<file path="src/rtl/fetch_bpred_stage.sv">
// fetch_bpred_stage: instruction-fetch stage owning the fetch PC, with a
// direct-mapped BTB plus 2-bit saturating direction counters, and the IF/ID
// pipeline register feeding decode.
//
// Build option: define BPRED_EN to instantiate the BTB/counter predictor.
// Without it the stage predicts static not-taken (pc+4) and ignores training.
module fetch_bpred_stage #(
    parameter int unsigned BTB_ENTRIES = 16,
    parameter logic [31:0] RESET_PC    = 32'h0000_0000
) (
    input  logic        i_clk,
    input  logic        i_rst,
    input  logic        StallF,
    input  logic        StallD,
    input  logic        FlushD,
    output logic [31:0] imem_addr,
    input  logic [31:0] imem_rdata,
    input  logic        redirect_E,
    input  logic [31:0] redirect_pc_E,
    input  logic        br_valid_E,
    input  logic        br_taken_E,
    input  logic [31:0] br_pc_E,
    input  logic [31:0] br_target_E,
    output logic [31:0] pc_D,
    output logic [31:0] pc_four_D,
    output logic [31:0] instr_D,
    output logic        pred_taken_D,
    output logic [31:0] pred_target_D
);

    localparam logic [31:0] NOP_INSTR = 32'h0000_0013;

    logic [31:0] pc_F;
    logic [31:0] pc_four_F;
    logic [31:0] pred_next_F;
    logic        pred_taken_F;
    logic        unused_bpred;

    assign imem_addr = pc_F;
    assign pc_four_F = pc_F + 32'd4;

`ifdef BPRED_EN
    localparam int unsigned IW = $clog2(BTB_ENTRIES);
    localparam int unsigned TW = 30 - IW;

    logic [BTB_ENTRIES-1:0] valid_q;
    logic [1:0]             ctr_q    [BTB_ENTRIES];
    logic [TW-1:0]          tag_q    [BTB_ENTRIES];
    logic [31:0]            target_q [BTB_ENTRIES];

    logic [IW-1:0] lk_idx;
    logic [TW-1:0] lk_tag;
    logic          lk_hit;
    logic [IW-1:0] tr_idx;
    logic [TW-1:0] tr_tag;
    logic          tr_hit;

    // Lookup on the current fetch PC reads pre-update contents.
    assign lk_idx       = pc_F[IW+1:2];
    assign lk_tag       = pc_F[31:IW+2];
    assign lk_hit       = valid_q[lk_idx] && (tag_q[lk_idx] == lk_tag);
    assign pred_taken_F = lk_hit && ctr_q[lk_idx][1];
    assign pred_next_F  = pred_taken_F ? target_q[lk_idx] : pc_four_F;

    // Training port addressed by the resolved branch PC.
    assign tr_idx = br_pc_E[IW+1:2];
    assign tr_tag = br_pc_E[31:IW+2];
    assign tr_hit = valid_q[tr_idx] && (tag_q[tr_idx] == tr_tag);

    // Word-aligned PCs: the byte-offset bits never reach the BTB.
    assign unused_bpred = ^br_pc_E[1:0];

    // Valid bits and direction counters: reset, saturating update, allocation.
    always_ff @(posedge i_clk) begin
        if (i_rst) begin
            valid_q <= '0;
            ctr_q   <= '{default: 2'b01};
        end else if (br_valid_E) begin
            if (tr_hit) begin
                if (br_taken_E) begin
                    if (ctr_q[tr_idx] != 2'b11) begin
                        ctr_q[tr_idx] <= ctr_q[tr_idx] + 2'd1;
                    end
                end else if (ctr_q[tr_idx] != 2'b00) begin
                    ctr_q[tr_idx] <= ctr_q[tr_idx] - 2'd1;
                end
            end else if (br_taken_E) begin
                valid_q[tr_idx] <= 1'b1;
                ctr_q[tr_idx]   <= 2'b10;
            end
        end
    end

    // Tag/target storage: written on every taken resolution (hit refresh or allocate).
    always_ff @(posedge i_clk) begin
        if (!i_rst && br_valid_E && br_taken_E) begin
            tag_q[tr_idx]    <= tr_tag;
            target_q[tr_idx] <= br_target_E;
        end
    end
`else
    // Static not-taken: the successor is always the sequential PC.
    assign pred_taken_F = 1'b0;
    assign pred_next_F  = pc_four_F;
    assign unused_bpred = ^{br_valid_E, br_taken_E, br_pc_E, br_target_E, BTB_ENTRIES};
`endif

    // Fetch PC: reset, then execute redirect (overrides stall), then stall, then prediction.
    always_ff @(posedge i_clk) begin
        if (i_rst) begin
            pc_F <= RESET_PC;
        end else if (redirect_E) begin
            pc_F <= redirect_pc_E;
        end else if (!StallF) begin
            pc_F <= pred_next_F;
        end
    end

    // IF/ID register: bubble on reset or flush (flush beats stall), hold on stall.
    always_ff @(posedge i_clk) begin
        if (i_rst || FlushD) begin
            pc_D          <= '0;
            pc_four_D     <= '0;
            instr_D       <= NOP_INSTR;
            pred_taken_D  <= 1'b0;
            pred_target_D <= '0;
        end else if (!StallD) begin
            pc_D          <= pc_F;
            pc_four_D     <= pc_four_F;
            instr_D       <= imem_rdata;
            pred_taken_D  <= pred_taken_F;
            pred_target_D <= pred_next_F;
        end
    end

endmodule

</file>
<file path="config.mk">
export PLATFORM = sky130hd
export DESIGN_NAME = fetch_bpred_stage
export DESIGN_NICKNAME = d
export VERILOG_FILES = /design/src/rtl/fetch_bpred_stage.sv
export SDC_FILE = /design/constraint.sdc
export NUM_CORES = 1
export LEC_CHECK = 0
export BUFFER_PORTS_ARGS = -buffer_cell sky130_fd_sc_hd__clkbuf_2
export CORE_AREA = 2 2 115 117
export DETAILED_ROUTE_END_ITERATION = 7
export DIE_AREA = 0 0 117 119
export GPL_TIMING_DRIVEN = 0
export PLACE_DENSITY_LB_ADDON = 0.05
export SYNTH_ARGS = -nofsm -noshare
export SYNTH_HDL_FRONTEND = slang
export SYNTH_SLANG_ARGS = --single-unit
</file>
<file path="constraint.sdc">
create_clock -name i_clk -period 3.3 [get_ports i_clk]
set_input_delay 0.33 -clock i_clk [delete_from_list [all_inputs] [get_ports i_clk]]
set_output_delay 0.33 -clock i_clk [all_outputs]
set_load 0.005 [all_outputs]
</file>
==> run summary, run 1 <==
initial drt markers -> 303
CTS sink count -> 126
worst-path maximum fanout -> 7
Slew @ Worst Pin -> 1.24 ns
#FFs+latches synth -> 126
gr usage total -> 0.240
maximum clock frequency -> 382 MHz
Final Net Count -> 1038
Final Total Pwr -> 0.00389 W
remaining antenna violation count -> 0
Rows -> 42
MaxCap Viol Count -> 0
VDD IR max -> 0.352 mV
critical path type -> flop to flop
Worst slew margin -> 0.163
PwrDens -> 504 mW/mm^2
leading post-synthesis cells by cell area -> dfxtp_1, mux2i_1, nor2_1
Yosys cell types -> 41
Buf/Inv on CP -> 0
Clock Path Buffers -> 2
Post-CTS Setup Repair Bufs -> 0
Residual DRC -> 0
status -> completed
WL/cell -> 15.3 um
CP top delay family -> simple AND/OR/NAND/NOR gates
ys flop type -> dfxtp_1
cell count after synthesis -> 656
CP endpoint kind -> flop
Post-CTS Resized -> 0
Horiz. Die Dim -> 117 um
top cells by count, synth -> dfxtp_1, nor2_1, mux2i_1
H-tree Lvls -> 4
first-pass GRT wire length -> 25800 um
Post-DP HPWL -> 12600 um
share of cells above drive strength 1 -> 0.341
# hold bufs at CTS -> 0
Post-Route Setup TNS -> 0 ns
fin crit period -> 2.62 ns
Arr. time, crit path -> 2.91 ns
Worst setup SP type -> flop
syn_area_per_cell -> 8.80 sq um
overflow left after global routing -> 0
Root Buffer -> clkbuf_16
Total Die Area -> 0.0139 sq mm
clk_lat worst skew -> 0.41 ns
io pins -> 297
share of the synthesized area in the top cell type -> 0.437
1st-pass router iterations -> 5
Lkg Pwr -> 3.71 nW
area grow syn2layout -> 33.6%
number of global-route vias before repair -> 5111
sequential cell area fraction in the yosys report -> 0.437
final-report setup violation count -> 0
CTS tree -> built
largest net degree at the start of global routing -> 17
ys async rst share -> 0
Worst EP required -> 3.59 ns
crit-path cells -> nand4_1, nor4_1, nand2_1, a221oi_1, nor2_1
Yosys Warn Count -> 0
RSZ-0062 raised after global routing -> no
number of fill cells in the layout -> 1198
max incr delay on CP -> 1.11 ns
Starting Density -> 0.448
Clock transition at path regs -> 0.05 ns
Period Utilization, post-route -> 0.794
most common cell in the netlist -> dfxtp_1
Post-synth EDFFs -> 0
initial antenna violation count -> 0
Ant. Diodes -> 0
TritonCTS Buffers -> 17
final hold violation count -> 0
Vias -> 5469
largest area contributor in the netlist -> dfxtp_1
Slew Limit Fails -> 0
I/O Buffers -> 226
Via-to-Cell Ratio -> 5.02
Worst path slowest cell -> nor4_1
synthesized area -> 0.00577 sq mm
worst hold path class -> primary input to flop
Die Y -> 119 um
final WL -> 16700 um
RD Place Congestion -> 0.824
clk_skew -> 0.00347 ns
syn nets -> 793
core area -> 0.0129 sq mm
==> final cells by class <==
| type | instances | area [sq um] | share of cell area |
|---|---|---|---|
| Tap cell | 176 | 220 | 0.0286 |
| Inverter | 19 | 71.3 | 0.00925 |
| Buffer | 86 | 479 | 0.0621 |
| Multi-Input combinational cell | 425 | 2700 | 0.350 |
| Clock buffer | 26 | 509 | 0.0660 |
| Sequential cell | 126 | 2520 | 0.327 |
| Clock inverter | 6 | 80.1 | 0.0104 |
| Timing Repair Buffer | 226 | 1130 | 0.147 |
==> path summary, 6_finish.rpt <==
path                              startpoint                    endpoint  slack [ns]  cells after the start
setup reg to reg  imem_addr[12]$_SDFFE_PP0N_  pc_four_D[21]$_SDFFE_PP0N_        0.68                      5
setup / recovery  imem_addr[12]$_SDFFE_PP0N_  pc_four_D[21]$_SDFFE_PP0N_        0.68                      5
hold / removal                 imem_rdata[4]     instr_D[4]$_SDFFE_PP1N_        0.14                      3
hold reg to reg      instr_D[4]$_SDFFE_PP1N_     instr_D[4]$_SDFFE_PP1N_        0.48                      2
==> cells in the final DEF (no fill, tap or decap), types with 24 or more instances in the layout <==
cell type,instances
a21oi_1,44
buf_4,38
clkbuf_1,36
clkbuf_2,226
dfxtp_1,126
mux2i_1,76
nand2_1,26
nor2_1,102
o21ai_0,25
xnor2_1,26
xor2_1,24
==> through the flow <==
step	hold slack [ns]	setup slack [ns]	util	cells	area, sq um
final	0.141	0.680	0.599	1090	7710
after global routing	0.148	0.594	0.599	1090	7710
after CTS	0.127	0.717	0.599	1090	7710
after detailed placement	0.473	0.766	0.553	1058	7120
after global placement	0.454	0.815	0.553	1058	7120
after floorplan	0.455	1.32	-	656	5770
==> metal layers <==
layer	track usage	share of wire	routed length, um
met5	0	0	0
met1	0.310	0.44	7360
met2	0.380	0.48	7930
met3	0.0621	0.064	1070
met4	0.0941	0.020	335
==> power by group <==
| group | total (W) | switching [W] | leakage (nW) | internal [W] |
|---|---|---|---|---|
| sequential | 0.00164 | 0.0000622 | 1.03 | 0.00158 |
| combinational | 0.000412 | 0.000215 | 2.39 | 0.000197 |
| clock | 0.00183 | 0.000626 | 0.294 | 0.00121 |
| total | 0.00389 | 0.000903 | 3.71 | 0.00299 |
==> logic make-up after synthesis <==
family | count (synthesis) | share of synthesized area
other | 1 | 0.000650
xor gates and xnor gates | 50 | 0.0759
buffers and inverters | 105 | 0.0954
adders and majority gates | 1 | 0.00217
AOI/OAI and AO/OA | 93 | 0.0924
muxes | 76 | 0.132
and+or+nand+nor | 204 | 0.165
DFF | 126 | 0.437
==> state kept, by name, summed over array words and instances (netlist names) <==
name / flops
pc_four_D: 30
imem_addr: 32
pc_D: 32
instr_D: 32
==> worst reg2reg max path, cell delays in order (launching register included) <==
cell and delay, ns:
dfxtp_1 0.50, nand4_1 0.32, nor4_1 1.11, nand2_1 0.16, a221oi_1 0.34, nor2_1 0.08
Power figures use the tool's default switching activity.
==> inputs of run 2 (changes only) <==
--- a/config.mk
+++ b/config.mk
@@ -6,9 +6,9 @@
 export NUM_CORES = 1
 export LEC_CHECK = 0
 export BUFFER_PORTS_ARGS = -buffer_cell sky130_fd_sc_hd__clkbuf_2
-export CORE_AREA = 2 2 115 117
+export CORE_MARGIN = 2
+export CORE_UTILIZATION = 41
 export DETAILED_ROUTE_END_ITERATION = 7
-export DIE_AREA = 0 0 117 119
 export GPL_TIMING_DRIVEN = 0
 export PLACE_DENSITY_LB_ADDON = 0.05
 export SYNTH_ARGS = -nofsm -noshare
==> constraint.sdc (replaced) <==
create_clock -name i_clk -period 2.4 [get_ports i_clk]
set_input_delay 0.24 -clock i_clk [delete_from_list [all_inputs] [get_ports i_clk]]
set_output_delay 0.24 -clock i_clk [all_outputs]
set_load 0.005 [all_outputs]
==> run summary, run 2 (synthesized netlist as in run 1, its figures left out) <==
status -> completed
MaxCap Viol Count -> 0 (unchanged)
Total Die Area -> 0.0150 sq mm (+8.0%)
Vias -> 5416 (-0.97%)
PwrDens -> 700 mW/mm^2 (+39%)
initial drt markers -> 246 (-19%)
Lkg Pwr -> 3.75 nW (+1.0%)
I/O Buffers -> 226 (unchanged)
combinational share of power -> 0.104 (-0.002)
number of global-route vias before repair -> 5167 (+1.1%)
initial antenna violation count -> 0 (unchanged)
Die Y -> 123 um (+3.1%)
CP endpoint kind -> flop
met1 global-route usage -> 0.285 (-0.0244)
Arr. time, crit path -> 2.58 ns (-0.33 ns)
M2 GR Usage -> 0.371 (-0.00922)
Clock Path Buffers -> 2 (unchanged)
RSZ-0062 raised after global routing -> no
gr busiest metal -> met2
worst hold path class -> primary input to flop
most common cell after layout, fill and taps aside -> clkbuf_2
switching share of power -> 0.239 (+0.00710)
Int Pwr -> 0.00415 W (+39%)
fin crit period -> 2.28 ns (-0.344 ns)
core area -> 0.0138 sq mm (+7.4%)
1st-pass router iterations -> 5 (unchanged)
Slew Limit Fails -> 0 (unchanged)
overflow left after global routing -> 0 (unchanged)
Setup WS pre-CTS -> -0.109 ns (-0.875 ns)
clock share of power -> 0.482 (+0.011)
final-report setup violation count -> 0 (unchanged)
Via-to-Cell Ratio -> 4.93 (-1.7%)
Worst setup SP type -> flop
Slew @ Worst Pin -> 0.787 ns (-0.457 ns)
critical path type -> flop to flop
r2r setup slk -> 0.12 ns (-0.56 ns)
remaining antenna violation count -> 0 (unchanged)
worst-path maximum fanout -> 10 (+3)
Worst R2R End -> imem_addr[23]$_SDFFE_PP0N_
WL/cell -> 15.6 um (+2.0%)
Ant. Diodes -> 0 (unchanged)
Clock transition at path regs -> 0.06 ns (about the same)
Period Utilization, post-route -> 0.948 (+0.154)
Rows -> 43 (+2.4%)
H-tree Lvls -> 4 (unchanged)
Final Worst Setup Slack -> 0.124 ns (-0.556 ns)
VDD IR max -> 0.448 mV (+27%)
Starting Density -> 0.417 (-0.0309)
R2R depth -> 7 (+2)
Final Net Count -> 1042 (+0.39%)
Root Buffer -> clkbuf_16
Worst Min Path Start -> imem_rdata[1]
io pins -> 297 (unchanged)
CTS sink count -> 126 (unchanged)
GR Layer Usage met3 -> 0.0646 (+0.00250)
Worst Setup SP -> imem_addr[8]$_SDFFE_PP0N_
Worst slew margin -> 0.475 (+0.313)
RD Place Congestion -> 0.871 (+5.7%)
first-pass GRT wire length -> 26200 um (+1.2%)
hold slack -> 0.0429 ns (-0.0980 ns)
final hold violation count -> 0 (unchanged)
share of cells above drive strength 1 -> 0.354 (+0.0127)
CTS tree -> built
Worst EP required -> 2.71 ns (-0.88 ns)
most frequent cells in the layout -> clkbuf_2, dfxtp_1, nor2_1, mux2i_1, a21oi_1
largest net degree at the start of global routing -> 17 (unchanged)
gr usage total -> 0.228 (-0.0111)
Post-DP HPWL -> 13000 um (+3.5%)
TritonCTS Buffers -> 17 (unchanged)
Switching Power -> 0.00131 W (+45%)
Critical R2R Launch -> imem_addr[8]$_SDFFE_PP0N_
final WL -> 17200 um (+2.8%)
Residual DRC -> 0 (unchanged)
sequential share of power -> 0.414 (-0.009)
area grow syn2layout -> 35.1%
clk_skew -> 0.00941 ns (+0.00594 ns)
maximum clock frequency -> 439 MHz (+15%)
Horiz. Die Dim -> 123 um (+4.8%)
clk_lat worst skew -> 0.42 ns (about the same)
CP Capture Point -> imem_addr[23]$_SDFFE_PP0N_
-- run 2: cell types whose count changed in the layout (fill, tap and decap cells not counted), sizes merged --
cell / before / now
buf: 54 / 58
bufinv: 2 / 3
clkbuf: 284 / 279
clkinv: 5 / 7
clkinvlp: 0 / 2
-- run 2: how the worst min path moves through the flow --
| stage | end | slack [ns] | cells after the start |
|---|---|---|---|
| CTS | instr_D[0]$_SDFFE_PP1N_ | 0.03 | 3 |
| floorplan | instr_D[0]$_SDFFE_PP1N_ | 0.37 | 2 |
| global placement | instr_D[0]$_SDFFE_PP1N_ | 0.45 | 3 |
| detailed placement | instr_D[0]$_SDFFE_PP1N_ | 0.46 | 3 |
| finish | instr_D[1]$_SDFFE_PP1N_ | 0.04 | 3 |
| global route | instr_D[1]$_SDFFE_PP1N_ | 0.05 | 3 |
-- run 2: timing repair --
action | in CTS | in global routing
gates cloned | 0 | 0
setup buffers | 0 | 4
gates resized for setup | 3 | 5
hold buffers | 0 | 0
endpoints found under the setup margin | 6 | 11
pin swaps | 0 | 2
-- run 2: area by class of cell --
cell class,instances,area (sq um)
Multi-Input combinational cell,425,2730
Timing Repair Buffer,230,1160
Inverter,19,71.3
Buffer,86,480
Clock buffer,21,470
Sequential cell,126,2520
Fill cell,1329,6030
Tap cell,180,225
Clock inverter,11,139
-- run 2: per-stage QoR --
stage / utilization / TNS, ns / cells / area [sq um] / total power (W)
after floorplan: - / 0 / 656 / 5770 / 0.00261
after global placement: 0.516 / -0.194 / 1062 / 7130 / 0.00286
after detailed placement: 0.516 / -0.406 / 1062 / 7130 / 0.00287
after CTS: 0.560 / 0 / 1094 / 7750 / 0.00549
after global routing: 0.564 / 0 / 1098 / 7800 / 0.00566
final: 0.564 / 0 / 1098 / 7800 / 0.00546
-- run 2: worst max-delay path, stage by stage (launching register included) --
cell	delay (ns)
dfxtp_1	0.33
buf_2	0.20
nand3_2	0.20
or3_1	0.46
clkbuf_1	0.27
nor4_1	0.40
xor2_1	0.12
o21a_1	0.18
-- run 2: power groups by stage --
stage | combinational, W | sequential [W] | clock, W
2_1_floorplan | 0.000325 | 0.00229 | 0
3_3_place_gp | 0.000561 | 0.00230 | 0
3_5_place_dp | 0.000569 | 0.00230 | 0
4_1_cts | 0.000572 | 0.00226 | 0.00266
5_1_grt | 0.000630 | 0.00227 | 0.00276
6_report | 0.000566 | 0.00226 | 0.00263
-- run 2: layer usage --
layer | wire length (um) | up-vias
met5 | 0 | -
li1 | - | 2664
met1 | 7500 | 2528
met3 | 1310 | 24
met2 | 8080 | 200
met4 | 275 | 0
